==> src/rtl/preamble_pkg.sv <==
// -----------------------------------------------------------------------------
// preamble_pkg
// Shared definitions for the preamble aligner: default geometry of the ADC
// beat and the encoding of the aligner FSM state (also visible on the
// 'state' output port).
// -----------------------------------------------------------------------------
package preamble_pkg;

    localparam int DEF_LANES    = 16;  // samples per beat
    localparam int DEF_SAMPLE_W = 16;  // bits per unsigned sample
    localparam int DEF_CNT_W    = 16;  // cycle-length / counter width

    typedef enum logic [1:0] {
        ST_IDLE = 2'd0,
        ST_HUNT = 2'd1,
        ST_LOCK = 2'd2,
        ST_PASS = 2'd3
    } state_e;

endpackage

==> src/rtl/preamble_lane_compare.sv <==
// -----------------------------------------------------------------------------
// preamble_lane_compare
// Stage 1 of the aligner. Slices every lane of a valid beat against the
// threshold, keeps the current and previous valid beat (bits and data), and
// presents, for every lane shift k, whether the aligned slice vector equals
// the pattern. The aligned data word for the selected shift is also output.
//
// Ports
//   clk, rst_n     clock, asynchronous active-low reset
//   clear_i        synchronous flush of the stage (restart of a hunt)
//   s_tdata_i      input beat, lane i at [i*SAMPLE_W +: SAMPLE_W]
//   s_tvalid_i     input beat qualifier
//   threshold_i    slicing level, sample >= threshold gives bit 1
//   pattern_i      expected slice vector of one preamble beat
//   shift_i        shift used to build word_o
//   beat_valid_o   a new beat is held in the stage this cycle
//   match_o        bit k set when the shift-k aligned bits equal pattern_i
//   word_o         aligned data word for shift_i
// -----------------------------------------------------------------------------
module preamble_lane_compare
    import preamble_pkg::*;
#(
    parameter int LANES    = DEF_LANES,
    parameter int SAMPLE_W = DEF_SAMPLE_W
) (
    input  logic                       clk,
    input  logic                       rst_n,
    input  logic                       clear_i,
    input  logic [LANES*SAMPLE_W-1:0]  s_tdata_i,
    input  logic                       s_tvalid_i,
    input  logic [SAMPLE_W-1:0]        threshold_i,
    input  logic [LANES-1:0]           pattern_i,
    input  logic [$clog2(LANES)-1:0]   shift_i,
    output logic                       beat_valid_o,
    output logic [LANES-1:0]           match_o,
    output logic [LANES*SAMPLE_W-1:0]  word_o
);

    localparam int DATA_W  = LANES * SAMPLE_W;
    localparam int SHIFT_W = $clog2(LANES);

    logic [LANES-1:0]    slice;
    logic [LANES-1:0]    bits_q;
    logic [LANES-1:0]    bits_prev_q;
    logic [DATA_W-1:0]   data_q;
    logic [DATA_W-1:0]   data_prev_q;
    logic                valid_q;
    logic [2*LANES-1:0]  bits_win;
    logic [2*DATA_W-1:0] data_win;

    // NOTE: every signal driven here gets a default before any conditional
    // or loop assignment, so the block stays purely combinational (no latch).
    always_comb begin
        slice = '0;
        for (int i = 0; i < LANES; i++) begin
            slice[i] = (s_tdata_i[i*SAMPLE_W +: SAMPLE_W] >= threshold_i);
        end
    end

    // NOTE: the wide data registers are reset along with the control bits so
    // that nothing downstream ever sees a stale or undefined word after reset.
    always_ff @(posedge clk or negedge rst_n) begin
        if (!rst_n) begin
            bits_q      <= '0;
            bits_prev_q <= '0;
            data_q      <= '0;
            data_prev_q <= '0;
            valid_q     <= 1'b0;
        end else if (clear_i) begin
            // A restart drops the in-flight beat and forgets history, so a
            // new hunt never pairs with a beat from the previous frame.
            bits_q      <= '0;
            bits_prev_q <= '0;
            data_q      <= '0;
            data_prev_q <= '0;
            valid_q     <= 1'b0;
        end else begin
            // NOTE: non-blocking assignments keep every register sampling the
            // pre-edge value, so bits_prev_q really receives the old bits_q.
            valid_q <= s_tvalid_i;
            if (s_tvalid_i) begin
                bits_prev_q <= bits_q;
                bits_q      <= slice;
                data_prev_q <= data_q;
                data_q      <= s_tdata_i;
            end
        end
    end

    // Previous beat in the low half, current beat in the high half: a window
    // starting at lane k (k >= 1) is prev[k..LANES-1] followed by cur[0..k-1].
    // Shift 0 uses the current beat alone instead of the whole previous beat.
    assign bits_win = {bits_q, bits_prev_q};
    assign data_win = {data_q, data_prev_q};

    always_comb begin
        match_o    = '0;
        word_o     = data_q;
        match_o[0] = (bits_q == pattern_i);
        for (int k = 1; k < LANES; k++) begin
            match_o[k] = (bits_win[k +: LANES] == pattern_i);
            if (shift_i == SHIFT_W'(k)) begin
                word_o = data_win[k*SAMPLE_W +: DATA_W];
            end
        end
    end

    assign beat_valid_o = valid_q;

endmodule

==> src/rtl/preamble_aligner.sv <==
// -----------------------------------------------------------------------------
// preamble_aligner
// Hunts for a repeating preamble in a multi-lane ADC stream, locks onto the
// lane shift at which it appears, then emits the following payload beats
// re-aligned to that shift. Beat-to-output latency is two clocks.
//
// Ports
//   clk, rst_n              clock, asynchronous active-low reset
//   start                   one-cycle restart; latches all configuration
//   s_tdata, s_tvalid       input beats (no backpressure)
//   threshold, pattern      slicing level and expected preamble slice vector
//   preamble_cycles         matching beats needed for lock (0 = disabled)
//   payload_cycles          beats emitted after lock (0 = unbounded)
//   m_tdata/m_tvalid/m_tlast aligned payload stream
//   locked, lock_shift      lock status and the locked lane shift
//   err_cnt                 saturating count of non-matching hunt beats
//   state                   FSM state (IDLE/HUNT/LOCK/PASS)
// -----------------------------------------------------------------------------
module preamble_aligner
    import preamble_pkg::*;
#(
    parameter int LANES    = DEF_LANES,
    parameter int SAMPLE_W = DEF_SAMPLE_W,
    parameter int CNT_W    = DEF_CNT_W
) (
    input  logic                       clk,
    input  logic                       rst_n,
    input  logic                       start,
    input  logic [LANES*SAMPLE_W-1:0]  s_tdata,
    input  logic                       s_tvalid,
    input  logic [SAMPLE_W-1:0]        threshold,
    input  logic [LANES-1:0]           pattern,
    input  logic [CNT_W-1:0]           preamble_cycles,
    input  logic [CNT_W-1:0]           payload_cycles,
    output logic [LANES*SAMPLE_W-1:0]  m_tdata,
    output logic                       m_tvalid,
    output logic                       m_tlast,
    output logic                       locked,
    output logic [$clog2(LANES)-1:0]   lock_shift,
    output logic [CNT_W-1:0]           err_cnt,
    output logic [1:0]                 state
);

    localparam int DATA_W  = LANES * SAMPLE_W;
    localparam int SHIFT_W = $clog2(LANES);

    function automatic logic [CNT_W-1:0] sat_inc(input logic [CNT_W-1:0] v);
        return (&v) ? v : v + CNT_W'(1);
    endfunction

    state_e              state_q, state_d;
    logic [CNT_W-1:0]    run_q, run_d;
    logic [SHIFT_W-1:0]  cand_q, cand_d;
    logic [CNT_W-1:0]    cnt_q, cnt_d;
    logic [CNT_W-1:0]    err_q, err_d;
    logic                locked_q, locked_d;
    logic [SHIFT_W-1:0]  shift_q, shift_d;
    logic [DATA_W-1:0]   tdata_q, tdata_d;
    logic                tvalid_q, tvalid_d;
    logic                tlast_q, tlast_d;

    // Configuration captured on start only.
    logic [SAMPLE_W-1:0] thr_q;
    logic [LANES-1:0]    pat_q;
    logic [CNT_W-1:0]    pre_q;
    logic [CNT_W-1:0]    pay_q;

    logic                beat_v;
    logic [LANES-1:0]    match;
    logic [DATA_W-1:0]   word;
    logic                any_match;
    logic [SHIFT_W-1:0]  best_k;
    logic [CNT_W-1:0]    run_next;
    logic [CNT_W-1:0]    cnt_inc;
    logic                emit;

    preamble_lane_compare #(
        .LANES    (LANES),
        .SAMPLE_W (SAMPLE_W)
    ) u_compare (
        .clk          (clk),
        .rst_n        (rst_n),
        .clear_i      (start),
        .s_tdata_i    (s_tdata),
        .s_tvalid_i   (s_tvalid),
        .threshold_i  (thr_q),
        .pattern_i    (pat_q),
        .shift_i      (shift_q),
        .beat_valid_o (beat_v),
        .match_o      (match),
        .word_o       (word)
    );

    // Lowest matching shift wins: scan downwards so the last hit is the lowest.
    always_comb begin
        best_k    = '0;
        any_match = |match;
        for (int k = LANES - 1; k >= 0; k--) begin
            if (match[k]) begin
                best_k = SHIFT_W'(k);
            end
        end
    end

    // A run only continues while the same shift keeps matching.
    assign run_next = (run_q != '0 && best_k == cand_q) ? sat_inc(run_q) : CNT_W'(1);
    assign cnt_inc  = sat_inc(cnt_q);

    always_comb begin
        state_d  = state_q;
        run_d    = run_q;
        cand_d   = cand_q;
        cnt_d    = cnt_q;
        err_d    = err_q;
        locked_d = locked_q;
        shift_d  = shift_q;
        tdata_d  = tdata_q;
        tvalid_d = 1'b0;
        tlast_d  = 1'b0;
        emit     = 1'b0;

        if (start) begin
            // Restart wins over any beat in flight; a truncated frame gets no
            // m_tlast.
            state_d  = (preamble_cycles != '0) ? ST_HUNT : ST_IDLE;
            run_d    = '0;
            cand_d   = '0;
            cnt_d    = '0;
            err_d    = '0;
            locked_d = 1'b0;
        end else if (beat_v) begin
            case (state_q)
                ST_HUNT: begin
                    if (any_match) begin
                        cand_d = best_k;
                        run_d  = run_next;
                        if (run_next == pre_q) begin
                            state_d  = ST_LOCK;
                            locked_d = 1'b1;
                            shift_d  = best_k;
                            run_d    = '0;
                        end
                    end else begin
                        run_d = '0;
                        err_d = sat_inc(err_q);
                    end
                end
                ST_LOCK: begin
                    // First beat that stops matching is payload word 0.
                    if (!match[shift_q]) begin
                        state_d = ST_PASS;
                        emit    = 1'b1;
                    end
                end
                ST_PASS: emit = 1'b1;
                default: ;
            endcase

            // cnt_q is zero on entry to LOCK, so the first word counts as 1.
            if (emit) begin
                tvalid_d = 1'b1;
                tdata_d  = word;
                cnt_d    = cnt_inc;
                if (pay_q != '0 && cnt_inc == pay_q) begin
                    tlast_d  = 1'b1;
                    state_d  = ST_HUNT;
                    locked_d = 1'b0;
                    cnt_d    = '0;
                    run_d    = '0;
                end
            end
        end
    end

    always_ff @(posedge clk or negedge rst_n) begin
        if (!rst_n) begin
            state_q  <= ST_IDLE;
            run_q    <= '0;
            cand_q   <= '0;
            cnt_q    <= '0;
            err_q    <= '0;
            locked_q <= 1'b0;
            shift_q  <= '0;
            tdata_q  <= '0;
            tvalid_q <= 1'b0;
            tlast_q  <= 1'b0;
            thr_q    <= '0;
            pat_q    <= '0;
            pre_q    <= '0;
            pay_q    <= '0;
        end else begin
            state_q  <= state_d;
            run_q    <= run_d;
            cand_q   <= cand_d;
            cnt_q    <= cnt_d;
            err_q    <= err_d;
            locked_q <= locked_d;
            shift_q  <= shift_d;
            tdata_q  <= tdata_d;
            tvalid_q <= tvalid_d;
            tlast_q  <= tlast_d;
            if (start) begin
                thr_q <= threshold;
                pat_q <= pattern;
                pre_q <= preamble_cycles;
                pay_q <= payload_cycles;
            end
        end
    end

    assign m_tdata    = tdata_q;
    assign m_tvalid   = tvalid_q;
    assign m_tlast    = tlast_q;
    assign locked     = locked_q;
    assign lock_shift = shift_q;
    assign err_cnt    = err_q;
    assign state      = state_q;

endmodule

==> config.mk <==
export PLATFORM = sky130hd
export DESIGN_NAME = preamble_aligner
export DESIGN_NICKNAME = d
export VERILOG_FILES = /design/src/rtl/preamble_pkg.sv /design/src/rtl/preamble_lane_compare.sv /design/src/rtl/preamble_aligner.sv
export SDC_FILE = /design/constraint.sdc
export NUM_CORES = 2
export LEC_CHECK = 0
export CORE_ASPECT_RATIO = 1.5
export CORE_UTILIZATION = 55
export DETAILED_ROUTE_END_ITERATION = 6
export PLACE_DENSITY_LB_ADDON = 0.05
export SYNTH_ARGS = -nofsm -noshare
export SYNTH_HDL_FRONTEND = slang
export SYNTH_SLANG_ARGS = --single-unit
export TNS_END_PERCENT = 50
==> constraint.sdc <==
create_clock -name clk -period 7.3 [get_ports clk]
set_input_delay 1.095 -clock clk [delete_from_list [all_inputs] [get_ports clk]]
set_output_delay 1.095 -clock clk [all_outputs]
set_load 0.05 [all_outputs]
==> metrics.txt, run 1 <==
error message=[ERROR GRT-0116] Global routing finished with congestion. Check the congestion regions in the DRC Viewer.; Failed at=global routing (5_1_grt); num ports=605; sequential share of the synthesized area=28.2%; FF+latch count, synth=909; first-pass GRT wire length=689 mm; Post-Synthesis Cells=10.6k; top_reg_cell synth=dfrtp_1; placed instance area=87400 um2; Yosys top cell by area=dfrtp_1; # H-tree levels=3; Post-CTS Setup Inserts=0; pin count of the biggest net entering global routing=172; total gr overflow=1; root buf cell=clkbuf_16; Final HPWL DP=306 mm; Synth Net Count=11.2k; post-cts hold buffer count=0; YS warnings=0; Die Height=471 um; Die W=315 um; synthesized area=80600 um2; Synth top area share=28.2%; status=aborted with a tool error; post-cts resize count=0; synth top area cells=dfrtp_1 28%, mux2i_1 9.7%, o21ai_0 8.5%; Cell Rows=171; clock tree sinks=909; count of buffers from port buffering=604; placed cells=12.1k; syn avg cell area=7.60 um2; number of global-route vias before repair=89.7k; GRT Total Usage=63.4%; cts bufs inserted=100; initial core utilization=55.6%; GP Congestion=1.08; Async SR Flop Fraction=100%; Max clock buf depth=3; Yosys cell types=75; number of flops mapped to enable cells by yosys=0
## metal layers
metal  GRT overflow  global-route usage [%]
met5              0                    14.2
met4              1                    58.6
met3              0                    40.9
met2              0                    83.1
met1              0                    67.1
## cell usage after synthesis, drive strengths merged, types with 68 or more instances
cell type	count
o211ai	521
buf	196
o311a	257
a21oi	579
xor2	106
a31oi	527
o21ai	1367
dfrtp	909
nand4	68
a21o	121
nand2	864
xnor2	200
clkbuf	1255
mux2i	784
a211oi	786
ha	264
nor2	1377
## through the flow
stage	setup WS, ns	utilization, %
after CTS	1.69	62.8
after detailed placement	1.67	60.3
after global placement	1.71	60.2
after floorplan	3.31	-
## cells by family after synthesis
logic type | Yosys count | synth area share, %
buf+inv | 1513 | 7.39
mux | 838 | 10.5
fa+ha+maj | 264 | 4.10
flops | 909 | 28.2
simple gates | 2520 | 12.7
xor+xnor | 306 | 3.32
compound gates | 4264 | 33.8
==> run 2: changes to the inputs <==
--- a/config.mk
+++ b/config.mk
@@ -5,10 +5,9 @@
 export SDC_FILE = /design/constraint.sdc
 export NUM_CORES = 2
 export LEC_CHECK = 0
-export CORE_ASPECT_RATIO = 1.5
-export CORE_UTILIZATION = 55
+export CORE_UTILIZATION = 40
 export DETAILED_ROUTE_END_ITERATION = 6
-export PLACE_DENSITY_LB_ADDON = 0.05
+export PLACE_DENSITY_LB_ADDON = 0.15
 export SYNTH_ARGS = -nofsm -noshare
 export SYNTH_HDL_FRONTEND = slang
 export SYNTH_SLANG_ARGS = --single-unit
==> run 2 against run 1 <==
  * The flow now finishes, with violations (design-rule violations)
  * Synthesized area did not move
  * Synthesized cell count did not move
==> metrics.txt, run 2 <==
fin. max-slew vios=0; Switch Pwr=5130 uW; post-cts resize count=0; sequential share of the synthesized area=28.2%; Pleak=0.0375 uW; syn avg cell area=7.60 um2; multiplexer share of the synthesized area=10.5%; worst setup path class=reg2reg; count of buffers from port buffering=604; number of global-route vias before repair=82.1k; synthesized area=80600 um2; most frequent cell after synthesis=nor2_1; drt first pass iters=7; total negative slack=0 ns; Comb power frac=20.0%; failing checks=design-rule violations; Post-Synthesis Cells=10.6k; main combinational cell family by area after synthesis=compound AO/OA/AOI/OAI gates; GP Congestion=1.02; Synth top cells by count=1377 x nor2_1, 1366 x o21ai_0, 1255 x clkbuf_1, 909 x dfrtp_1, 864 x nand2_1; # DRC=118; status=finished with violations; Yosys cell types=75; core area=200000 um2; compound-cell area share of the yosys netlist=33.8%; Die Area=203000 um2; TritonCTS clock tree=yes; DR iter-0 viols=15.0k; Hold Crit Class=in2async; Final Cell Area=92700 um2; initial core utilization=40.3%; YS warnings=0; fmax=176 MHz; WL per Instance=36.3 um; final WL=476 mm; clock power share=42.6%; via count=92.0k; most frequent cells in the layout=1371 x nor2_1, 1361 x o21ai_0, 907 x dfrtp_1; commonest non-fill, non-tap cell in the layout=nor2_1; Cell Rows=164; number of flops mapped to enable cells by yosys=0; Fin Clk Skew=0.0854 ns; Final period util=78.0%; worst endpoint required time=7.98 ns; GRT Total Usage=44.8%; CP max FO=17; post-route ant nets=0; headroom to the max-slew limit=2.72%; post-cts hold buffer count=0; total gr overflow=0; minimum clock period=5.69 ns; Yosys top cell by area=dfrtp_1; Final HPWL DP=326 mm; pin count of the biggest net entering global routing=213; # H-tree levels=3; Synth top area share=28.2%; Async SR Flop Fraction=100%; clock slew at reported path FFs=0.07 ns; first-pass GRT wire length=661 mm; crit end category=flop; top_reg_cell synth=dfrtp_1; FF+latch count, synth=909; synth top area cells=dfrtp_1 28%, mux2i_1 9.7%, o21ai_0 8.5%; FF-to-FF Start=pat_q[15]; Power Internal=10200 uW; root buf cell=clkbuf_16; RSZ-0062 raised after global routing=false; simple-gate portion of the synthesized area=12.7%; Sw Share=33.6%; crit path from=pat_q[15]; adder-cell area share of the yosys netlist=4.10%; Max clock buf depth=3; XOR/XNOR Fraction of Synth Area=3.32%; setup violators final=0; element type at the critical path start=flop; max-cap viol count=0; share of cells above drive strength 1=7.08%; initial antenna violation count=48; clk_lat worst skew=0.87 ns; Layout area overhead=15.0%; Power Density=165 nW/um2; clock tree sinks=909; Synth Net Count=11.2k; Die Height=451 um; cts bufs inserted=115; final net count=10.9k; placed instance area=88500 um2; Arrival @ worst endpoint=6.37 ns; Slew @ Worst Pin=1.44 ns; num ports=605; Hold Violations, Final=0; Die W=451 um; Post-CTS Setup Inserts=0; DR vias/cell=7.02; worst vdd ir=0.205 mV; Flop pwr share=37.4%
[run 2: metrics by stage]
stage | total power [uW] | instances | utilization (%) | hold slack [ns] | worst slack, ns
after CTS | 15100 | 13100 | 46.3 | 0.327 | 1.61
after detailed placement | 8680 | 12900 | 44.2 | 0.496 | 1.66
after global routing | 15600 | 13100 | 46.3 | 0.378 | 1.24
after global placement | 8660 | 12900 | 44.2 | 0.493 | 1.69
after floorplan | 7140 | 10600 | - | 0.486 | 3.31
final | 15300 | 13100 | 46.4 | 0.326 | 1.61
[run 2: worst max-delay path: stages (launching register included)]
cell and delay, ns:
dfrtp_1 1.07, xnor2_1 0.20, nand4_1 0.15, nor4_1 0.92, nor4_1 0.19, a311oi_1 0.53, xnor2_1 0.20, o211ai_1 0.26
or3_1 0.43, a32oi_1 0.24, nand4_1 0.52, nor3_4 0.50, mux2_4 0.34
[run 2: final timing paths]
check	to	slack (ns)	depth (start not counted)
setup / recovery	lock_shift[1]	1.61	12
hold / removal	m_tdata[10]	0.33	1
setup reg to reg	lock_shift[1]	1.61	12
hold reg to reg	m_tdata[154]	0.49	2
max in group asynchronous	u_compare.bits_q[10]	5.26	3
min in group clk	m_tdata[154]	0.49	2
[run 2: layout make-up]
| class | instances | area [um2] |
|---|---|---|
| fill | 19500 | 107000 |
| multi-input combinational | 8192 | 52100 |
| sequential | 909 | 22700 |
| timing repair buffer | 1036 | 10000 |
| clock buffer | 159 | 3330 |
| tap | 2656 | 3320 |
| clock inverter | 57 | 837 |
| inverter | 62 | 233 |
| antenna | 35 | 87.6 |
[run 2: power groups by stage]
stage / clock, uW / sequential [uW] / combinational (uW)
global route: 6700 / 5710 / 3170
finish: 6510 / 5730 / 3050
global placement: 0 / 5770 / 2890
detailed placement: 0 / 5770 / 2910
CTS: 6520 / 5680 / 2930
floorplan: 0 / 5410 / 1730
[run 2: metal layers]
layer	GRT usage [%]	share of wire (%)	routed length (um)	up-vias
met4	32.7	8.8	41700	37
met5	0	0.054	255	-
li1	-	-	-	38400
met2	59.9	39	185000	7064
met3	17.9	14	66200	1497
met1	57.4	38	183000	45000
[run 2: cell families (layout without fill, tap and decap cells)]
logic type               after synthesis  after routing
other                                  0             35
AO/OA/AOI/OAI                       4264           4264
buffers and inverters               1513           1314
adder cells (fa/ha/maj)              264            264
flip-flops                           909            909
AND/OR/NAND/NOR                     2520           2520
multiplexers                         838            838
XOR/XNOR                             306            306
Note: power is estimated with default switching activity, not from simulation.
